### config.mk
export PLATFORM = sky130hd
export DESIGN_NAME = fifo_wptr_full
export DESIGN_NICKNAME = d
export VERILOG_FILES = /design/src/rtl/fifo_wptr_full.sv
export SDC_FILE = /design/constraint.sdc
export NUM_CORES = 1
export LEC_CHECK = 0
export BUFFER_PORTS_ARGS = -buffer_cell sky130_fd_sc_hd__buf_2
export CAP_MARGIN = 5
export CORE_MARGIN = 2
export CORE_UTILIZATION = 54
export DETAILED_ROUTE_END_ITERATION = 16
export GPL_TIMING_DRIVEN = 0
export HOLD_SLACK_MARGIN = 0.02
export PLACE_DENSITY_LB_ADDON = 0.3
export SYNTH_ARGS = -nofsm -noshare
export SYNTH_HDL_FRONTEND = slang
export SYNTH_SLANG_ARGS = --single-unit
### constraint.sdc
create_clock -name wr_clk -period 4.4 [get_ports wr_clk]
set_input_delay 0.66 -clock wr_clk [delete_from_list [all_inputs] [get_ports wr_clk]]
set_output_delay 0.66 -clock wr_clk [all_outputs]
set_load 0.01 [all_outputs]
### src/rtl/fifo_wptr_full.sv
// Write-side pointer, full/almost-full, level and sticky overflow for the async FIFO.
// Latency: a push updates every output at its own edge; a read-pointer move shows on outputs at the 3rd wr_clk edge.
// Backpressure: wfull blocks pushes (wr_en while full is dropped and sets wr_ovf); full is pessimistic, never optimistic.
module fifo_wptr_full #(
  parameter int ADDRSIZE     = 8,
  parameter int AFULL_THRESH = 120
) (
  input  logic                wr_clk,
  input  logic                wr_rst,
  input  logic                wr_en,
  input  logic [ADDRSIZE-1:0] rd_ptr_gray,
  output logic [ADDRSIZE-2:0] wr_addr,
  output logic [ADDRSIZE-1:0] wr_ptr_gray,
  output logic                wfull,
  output logic                walmost_full,
  output logic [ADDRSIZE-1:0] wr_level,
  output logic                wr_ovf
);

  localparam logic [ADDRSIZE-1:0] AFULL_LVL = ADDRSIZE'(AFULL_THRESH);

  logic [ADDRSIZE-1:0] wbin;
  logic [ADDRSIZE-1:0] wbin_next;
  logic [ADDRSIZE-1:0] wgray_next;
  logic [ADDRSIZE-1:0] rq1;
  logic [ADDRSIZE-1:0] rq2;
  logic [ADDRSIZE-1:0] rbin_s;
  logic [ADDRSIZE-1:0] level_next;
  logic                push;
  logic                wfull_next;
  logic                walmost_full_next;

  // A push is only taken while not full, so a rejected write leaves the pointer alone.
  assign push       = wr_en & ~wfull;
  assign wbin_next  = wbin + {{(ADDRSIZE-1){1'b0}}, push};
  assign wgray_next = (wbin_next >> 1) ^ wbin_next;

  // Full when the next write pointer is exactly one lap ahead of the synced read pointer.
  assign wfull_next = (wgray_next == {~rq2[ADDRSIZE-1:ADDRSIZE-2], rq2[ADDRSIZE-3:0]});

  // Gray-to-binary of the synced read pointer: bit i is the XOR of all bits from the MSB down to i.
  always_comb begin
    rbin_s = '0;
    for (int i = 0; i < ADDRSIZE; i++) begin
      rbin_s[i] = ^(rq2 >> i);
    end
  end

  // Occupancy uses the same rq2 as the full test, so wfull and level==D always agree.
  assign level_next        = wbin_next - rbin_s;
  assign walmost_full_next = (level_next >= AFULL_LVL);

  assign wr_addr = wbin[ADDRSIZE-2:0];

  // Two-flop synchronizer for the read pointer; rd_ptr_gray goes straight into rq1.
  always_ff @(posedge wr_clk) begin
    if (wr_rst) begin
      rq1 <= '0;
      rq2 <= '0;
    end else begin
      rq1 <= rd_ptr_gray;
      rq2 <= rq1;
    end
  end

  // Pointer and status registers; reset wins over a simultaneous wr_en.
  always_ff @(posedge wr_clk) begin
    if (wr_rst) begin
      wbin         <= '0;
      wr_ptr_gray  <= '0;
      wfull        <= 1'b0;
      walmost_full <= 1'b0;
      wr_level     <= '0;
      wr_ovf       <= 1'b0;
    end else begin
      wbin         <= wbin_next;
      wr_ptr_gray  <= wgray_next;
      wfull        <= wfull_next;
      walmost_full <= walmost_full_next;
      wr_level     <= level_next;
      if (wr_en && wfull) begin
        wr_ovf <= 1'b1;
      end
    end
  end

endmodule

**Word-level counts from Yosys, hierarchy flattened**

Cells that the tools add are included.

- Divide/modulo/power cells: 0
- Muxes and demuxes: 0
- Equality and inequality tests: 1
- $lt $le $gt $ge: 1
- Bitwise operators: 4
- Add/subtract/negate cells: 2
- Shifts and indexed selects: 0
- Multipliers: 0
- Reduce and logical (&&, ||, !) cells: 9

Operator list:

| cell | number |
|---|---|
| $reduce_xor 8->1 | 8 |
| $add 8x1->8 | 1 |
| $eq 8x8->1 | 1 |
| $ge 8x7->1 const B | 1 |
| $sub 8x8->8 | 1 |
| $xor 7x8->8 | 1 |
| $not 2->2 | 1 |
| $and 1x1->1 | 1 |
| $logic_and 1x1->1 | 1 |
| $not 1->1 | 1 |

- Bits of input ports: 11
- Bits in registers: 43
- Logic and storage cells: 25
- Latch bits: 0
- Memory bits (writable): 0
- Output and inout bits: 26
- Memories kept: 0
- ROM bits: 0

**Logic depth before layout (Yosys ltp)**

Gate-level depths: netlist of the first run.

- Depth in word-level cells: 5
- Depth in mapped cells: 13
- Depth with buffers taken out: 13

**Least setup slack after synthesis of the first run**

No wires, ideal clock.

- Kind: register to register
- Start point: register rq2[7]
- End point: register walmost_full
- Period minus slack after synthesis: 3.279 ns
- Buffers on the path: 0
- Data required time: 4.264 ns
- Data arrival time: 3.143 ns
- Path slack: 1.121 ns
- Cell stages (with the launch flop): 13
- Library setup time: 0.136 ns
- Path through: dfxtp_1 > xor3_2 > xnor3_2 > xnor2_1 > xnor2_1 > ha_1 > inv_1 > a21oi_1 > maj3_2 > or3b_4 > a31oi_4 > xor2_2 > o32ai_1

- Cells in the longest elaborated chain, start to end: 3
- Elaborated cells between the ends (all ways): 10
- Classes of those cells: add/sub (1); order compare (1); reduce/logical (8)

RTL lines:

| element | line | source |
|---|---|---|
| start: declaration | 26 | `logic [ADDRSIZE-1:0] rq2;` |
| start signal: assignment | 62 | `rq2 <= rq1;` |
| $reduce_xor 8->1 | 45 | `rbin_s[i] = ^(rq2 >> i);` |
| $sub 8x8->8 * | 50 | `assign level_next = wbin_next - rbin_s;` |
| $ge 8x7->1 * | 51 | `assign walmost_full_next = (level_next >= AFULL_LVL);` |
| end signal: assignment | 79 | `walmost_full <= walmost_full_next;` |
| end: declaration | 15 | `output logic walmost_full,` |

Mark *: on every way between the ends. The rest lies on a longest branch, timed or not.
A chain may end at the register's enable or synchronous reset.

**Final worst setup path of the first run**

Same ends and word-level chain as after synthesis.

==> results.ini, run 1 <==
[timing]
slew_viol_final=0
worstMarginPinSlew_ps=604
rsz0062_at_grt=false
layout_min_cycle_time_ps=3510
postLayoutSetupSlackWorst_ps=892
setup_viol=0
post-route-period-util_pct=79.7
hold_viol_final=0
fmax_mhz=285
setup_tns_ps=0
slew_headroom_pct=59.6
finClkSkew_ps=9.88

[route]
wirelength_microns=3040
route.vias.total=1340
dr.pass1.iters=4
drt-initial-drc-count=60
ant_nets=0
via_per_inst=4.79
drc=0
routedWlPerCell_microns=10.9

[hold_path]
min_to=rq2[6]
whs_path_depth=1
min_from=rq1[6]
hold_class=flop to flop

[grt]
grt_usage_pct=17.5
grt_max_degree=13
grt_pass1_vias=1260
grt-ovfl-total=0
grt_pass1_wl_microns=5260
antenna_found_initial=0

[clocking]
hold_buffers=0
clk_path_buf_depth=2
cts_resized=0
clock_latency_ps=350
cts_htree_levels=2
cts_made_buffers=5
post_cts_buffers=0
cts-root-buf=clkbuf_4
cts_tree=yes
numClockSinks=42
clkTransAtPathRegs_ps=120

[flow_run]
maxCapViolations=0

[setup_path]
cp_slowest_stage_delay_ps=510
crit_path_end_kind=flop
regToRegSetupSlack_ps=890
path_common_cell=xnor2_1
r2r_cells=13
critPathRequiredTime_ps=4670
worstPathArrival_ps=3780
r2r-end=walmost_full
critPathLaunch=rq2[7]
start_kind=flop
critical_path_class=flop to flop
critPathMaxFanout=4
reg2reg_from=rq2[7]
slowest_stage=xor3_2
crit_chain=xor3_2 -> xnor3_2 -> xnor2_1 -> xnor2_1 -> ha_1 -> inv_1 -> fa_1 -> inv_1 -> maj3_1 -> o21ba_2 -> o21ai_1 -> xnor2_1 -> o32ai_1

[placement]
io_buffer_count=36
routabilityCongestion=0.862
place_ws_ps=860
post-dp-hpwl_microns=2310

[layout]
drive_above_1_share_pct=21.8
n_antenna_cell=0
area_growth_pct=16.0
fin_nets=253

[yosys]
synth_cells=190
synth_fp_nets=210
async_reset_ff_share_pct=0
synth_seq_area_share_pct=45.2
synth_area_sq_mm=0.00186
synth-seq-cells=42
synth_cell_types=35
synth_edf_count=0
ys.flop_type=dfxtp_1
ys_warn_count=0
syn_area_per_cell_sq_um=9.79

[power]
leakagePower_uw=0.000993
vdd_drop_max_mv=0.196
powerDensity_mw_per_mm2=376

[floorplanning]
initial_core_util_pct=56.2
die_x_microns=62.7
core_region_area_sq_mm=0.00331
rows=21
die_area_sq_mm=0.00393
die_y_microns=62.7
io_pins=37

[run_status]
outcome=completed

## cells by family after synthesis
logic type | count (synthesis) | synth area share, %
simple gates | 70 | 18.9
flops | 42 | 45.2
xor+xnor | 36 | 19.0
buf+inv | 16 | 3.23
compound gates | 14 | 5.45
fa+ha+maj | 11 | 7.60
mux | 1 | 0.605
## flip-flops by register name, summed over array words and instances, names as in the netlist
register      count
rq1               8
wbin              7
wfull             1
wr_ovf            1
wr_ptr_gray       8
rq2               8
walmost_full      1
wr_level          8
## worst max-delay path: cells and delay by family, from the launching register on
kind,cells,cell delay [ps]
AOI/OAI and AO/OA,3,660
buffers and inverters,2,140
DFF,1,410
adders and majority gates,3,750
xor gates and xnor gates,5,1500
## worst max path at each step
stage | to | slack (ps) | cells after the start
finish | walmost_full | 890 | 13
CTS | walmost_full | 840 | 13
floorplan | walmost_full | 1120 | 12
global route | walmost_full | 630 | 13
global placement | walmost_full | 900 | 13
detailed placement | walmost_full | 860 | 13
## Yosys cell counts, types with 2 or more instances
master	count	area (sq um)
a21oi_1	7	35.0
and3_1	2	12.5
clkbuf_1	5	18.8
dfxtp_1	42	841
ha_1	8	100
inv_1	11	41.3
nand2_1	8	30.0
nand3_1	4	20.0
nand4_1	2	12.5
nor2_1	27	101
nor2b_1	18	113
nor3_1	2	10.0
xnor2_1	20	175
xor2_1	13	114
## metal layers
| metal | global-route usage, % | routed length, microns | vias to the layer above | part of all wire [%] |
|---|---|---|---|---|
| met3 | 7.21 | 173 | 6 | 5.7 |
| li1 | - | - | 696 | - |
| met2 | 29.8 | 1400 | 37 | 46 |
| met5 | 0 | 0 | - | 0 |
| met4 | 6.67 | 51 | 0 | 1.7 |
| met1 | 19.5 | 1410 | 601 | 46 |
## power breakdown
part,internal [uW],switching [uW]
combinational,93.9,102
sequential,412,10.3
clock,77.5,115
total,584,227
## cell type report
class	count	area, sq um
clock inverter	1	5.00
timing repair buffer	36	180
clock buffer	7	55.1
inverter	11	41.3
sequential	42	841
fill	284	1150
tap	46	57.6
buffer	5	18.8
multi-input combinational	132	960
## through the flow
stage	hold WS (ps)	util [%]	std cells	instance area (sq um)	power [uW]
CTS	453	65.2	280	2160	819
global placement	418	63.4	272	2100	625
detailed placement	427	63.4	272	2100	630
global route	465	65.2	280	2160	865
floorplan	414	-	190	1860	578
finish	447	65.2	280	2160	811
## cells in the final DEF, fill, tap and decap left out, drive strengths merged
master,netlist,layout
a2111oi,1,1
a21oi,7,7
a31oi,1,1
and2,1,1
and3,2,2
and4,1,1
buf,0,36
clkbuf,5,12
clkinv,0,1
dfxtp,42,42
fa,1,1
ha,8,8
inv,11,11
maj3,2,2
mux2,1,1
nand2,8,8
nand2b,1,1
nand3,4,4
nand4,2,2
nor2,27,27
nor2b,18,18
nor3,2,2
nor3b,1,1
nor4,1,1
o21ai,2,2
o21ba,1,1
o31ai,1,1
o32ai,1,1
or3,1,1
or3b,1,1
xnor2,20,20
xnor3,1,1
xor2,14,14
xor3,1,1
No activity file was read; power rests on OpenSTA's default activity.
==> run 2, diff against run 1 <==
clock period = 3.6 ns   (was 4.4 ns; I/O delays follow)
==> run 2 against run 1 <==
Against the previous run: clock skew rose by 0.53 ps; largest cell class unchanged; global-route usage unchanged; combinational power rose by 27%; sequential power grew 22%; design area grew 0.87%; clock power up 22%; fmax up 3.0%; sequential share of layout area decreased by 0.34 points; first-iteration DRC count decreased by 13%; worst hold slack lost 51 ps; power up 23%.
==> results.ini, run 2 (synthesis gave the netlist of run 1 again) <==
[layout]
final_common_cell=dfxtp_1
drive_above_1_share_pct=22.2
n_antenna_cell=0
final_cell_mix=dfxtp_1 (42), buf_2 (36), nor2_1 (27)
fin_nets=253
area_growth_pct=17.0

[setup_path]
critical_path_class=flop to flop
worstPathArrival_ps=3680
crit_path_end_kind=flop
start_kind=flop
critPathLaunch=rq2[7]
critPathMaxFanout=4
critPathRequiredTime_ps=3870
reg2reg_from=rq2[7]

[run_status]
outcome=completed

[grt]
antenna_found_initial=0
grt_usage_pct=17.5
grt_max_degree=13
grt-ovfl-total=0
grt_pass1_vias=1260
grt_pass1_wl_microns=5260

[clocking]
cts_htree_levels=2
cts_made_buffers=5
clk_path_buf_depth=2
clkTransAtPathRegs_ps=120
numClockSinks=42
cts_tree=yes
clock_latency_ps=350
hold_buffers=0
post_cts_buffers=0
cts_resized=0
cts-root-buf=clkbuf_4

[floorplanning]
die_area_sq_mm=0.00393
rows=21
core_region_area_sq_mm=0.00331
die_x_microns=62.7
die_y_microns=62.7
io_pins=37
initial_core_util_pct=56.2

[timing]
post-route-period-util_pct=94.6
setup_viol=0
slew_viol_final=0
fmax_mhz=294
hold_viol_final=0
slew_headroom_pct=59.5
worstMarginPinSlew_ps=605
finClkSkew_ps=10.4
setup_tns_ps=0
postLayoutSetupSlackWorst_ps=193
layout_min_cycle_time_ps=3410

[power]
leakagePower_uw=0.000999
powerDensity_mw_per_mm2=459
power_uw=1000
vdd_drop_max_mv=0.238

[route]
via_per_inst=4.80
routedWlPerCell_microns=10.9
ant_nets=0
dr.pass1.iters=4
route.vias.total=1344
drc=0
drt-initial-drc-count=52
wirelength_microns=3050

[placement]
io_buffer_count=36
place_ws_ps=59.9
routabilityCongestion=0.862
post-dp-hpwl_microns=2310

[hold_path]
min_from=rd_ptr_gray[2]
hold_class=input pin to flop

[flow_run]
maxCapViolations=0

[run 2: power by group]
| part | leakage, uW | internal [uW] | switching (uW) |
|---|---|---|---|
| registers | 0.000346 | 504 | 13.0 |
| logic | 0.000618 | 120 | 128 |
| clock network | 0.0000353 | 94.8 | 140 |
[run 2: worst paths after layout]
path / endpoint / slack, ps / depth (start not counted)
worst max-delay path: walmost_full / 190 / 13
worst min-delay path: rq1[2] / 400 / 2
worst max register to register: walmost_full / 190 / 13
worst min register to register: rq2[6] / 450 / 1
[run 2: area by class of cell]
type | count | area [sq um]
plain buffers | 5 | 18.8
multi-input cells | 132 | 978
fillers | 281 | 1130
flip-flops and latches | 42 | 841
clock inverters | 1 | 5.00
clock buffers | 7 | 55.1
well taps | 46 | 57.6
repair buffers | 36 | 180
inverters | 11 | 41.3
[run 2: layer usage]
layer / vias to the layer above / share of wire (%) / track usage, %
met3: 6 / 5.5 / 7.21
met2: 34 / 47 / 29.8
li1: 697 / - / -
met5: - / 0 / 0
met1: 607 / 46 / 19.5
met4: 0 / 1.7 / 6.67
[run 2: per-stage QoR]
step	utilization, %	instances	hold slack, ps	cell area (sq um)
floorplan	-	190	414	1860
global placement	63.4	272	418	2100
detailed placement	63.4	272	427	2100
CTS	65.2	280	390	2160
global route	65.8	280	386	2180
finish	65.8	280	397	2180
[run 2: worst max-delay path: stages (launching register included)]
cell     delay (ps)
dfxtp_1         410
xor3_2          510
xnor3_2         470
xnor2_4         180
xnor2_1         140
ha_1            180
inv_1            90
fa_1            210
inv_1            50
maj3_1          350
o21ba_2         220
o21ai_1         180
xnor2_1         110
o32ai_1         260
==> run 3, diff against run 2 <==
CORE_MARGIN = not set   (was 2)
==> run 3 against run 2 <==
Against the previous run: first-iteration DRC count decreased by 12%; critical path depth is 1 lower; clock power fell by 13%; power is 3.7% lower; non-clock buffer count did not move; count of clock-buffer cells in the layout did not move.
==> results.ini, run 3 (synthesis gave the netlist of run 1 again) <==
[timing]
postLayoutSetupSlackWorst_ps=192
hold_slack_ps=407
worstMarginPinSlew_ps=592
hold_viol_final=0
setup_viol=0
setup_tns_ps=0
post-route-period-util_pct=94.7
slew_headroom_pct=60.4
finClkSkew_ps=7.31
rsz0062_at_grt=false
layout_min_cycle_time_ps=3410
slew_viol_final=0
fmax_mhz=293

[power]
vdd_drop_max_mv=0.331
power_uw=963
leakagePower_uw=0.000987
powerDensity_mw_per_mm2=448

[hold_path]
min_to=rq1[3]
min_from=rd_ptr_gray[3]
whs_path_depth=2
hold_class=input pin to flop

[floorplanning]
initial_core_util_pct=59.0
rows=20
core_region_area_sq_mm=0.00315
die_x_microns=60.7
die_y_microns=60.7
die_area_sq_mm=0.00368
io_pins=37

[route]
routedWlPerCell_microns=10.6
drc=0
ant_nets=0
route.vias.total=1331
drt-initial-drc-count=46
dr.pass1.iters=4
via_per_inst=4.81
wirelength_microns=2940

[clocking]
clock_latency_ps=340
cts_tree=yes
clkTransAtPathRegs_ps=100
cts_made_buffers=5
numClockSinks=42
cts-root-buf=clkbuf_4
cts_htree_levels=2
clk_path_buf_depth=2
hold_buffers=0

[layout]
fin_nets=253
final_cell_mix=dfxtp_1 (42), buf_2 (36), nor2_1 (27)
finalInstanceArea_sq_mm=0.00215
n_antenna_cell=0
drive_above_1_share_pct=21.5
area_growth_pct=15.5
final_common_cell=dfxtp_1

[placement]
post-dp-hpwl_microns=2260
io_buffer_count=36
routabilityCongestion=0.816
place_ws_ps=102
postPlaceCellArea_sq_mm=0.00210

[setup_path]
critPathMaxFanout=4
critPathRequiredTime_ps=3810
r2r_cells=12
regToRegSetupSlack_ps=190
start_kind=flop
critical_path_class=flop to flop
worstPathArrival_ps=3620
r2r-end=walmost_full
crit_path_end_kind=flop
reg2reg_from=rq2[7]

[grt]
grt_pass1_wl_microns=5000
grt-ovfl-total=0
antenna_found_initial=0
grt_pass1_vias=1146
grt_usage_pct=19.1
grt_max_degree=12

[run_status]
outcome=completed

[flow_run]
maxCapViolations=0

[run 3: final cells by class]
cell class	instances	area (sq um)
repair buffers	36	180
plain buffers	5	18.8
flip-flops and latches	42	841
inverters	11	41.3
fillers	272	1000
clock buffers	7	45.0
well taps	44	55.1
multi-input cells	132	967
[run 3: how the worst max path moves through the flow]
stage	from	to	slack (ps)
floorplan	rq2[7]	walmost_full	320
global placement	rq2[7]	walmost_full	110
detailed placement	rq2[7]	walmost_full	100
CTS	rq2[7]	walmost_full	80
global route	rq2[7]	walmost_full	10
finish	rq2[7]	walmost_full	190
[run 3: metrics by stage]
| step | util (%) | instances |
|---|---|---|
| global placement | 66.5 | 270 |
| floorplan | - | 190 |
| CTS | 67.9 | 277 |
| finish | 68.1 | 277 |
| detailed placement | 66.5 | 270 |
| global route | 68.1 | 277 |
[run 3: metal layers]
| metal | vias to the layer above | global-route usage, % | routed length [microns] |
|---|---|---|---|
| met1 | 596 | 23.3 | 1410 |
| met2 | 32 | 30.9 | 1360 |
| met4 | 0 | 6.82 | 42 |
| met5 | - | 0 | 0 |
| li1 | 697 | - | - |
| met3 | 6 | 7.04 | 129 |
[run 3: worst max-delay path, cell delays in order, from the launching register on]
cell and delay (ps):
dfxtp_1 410, xor3_2 510, xnor3_2 450, xnor2_2 240
xnor2_1 100, ha_1 180, inv_1 80, a21oi_1 80
maj3_2 350, or3b_4 420, a31oi_4 190, xor2_2 180
o32ai_1 100
[run 3: report_power, final]
part           switching (uW)  internal (uW)
clock network             130           73.8
logic                     126            116
registers                13.1            504
[run 3: what timing repair did]
action,in CTS,in global routing
resized for setup,0,1
endpoints found under the setup margin,0,2
buffers inserted,0,0
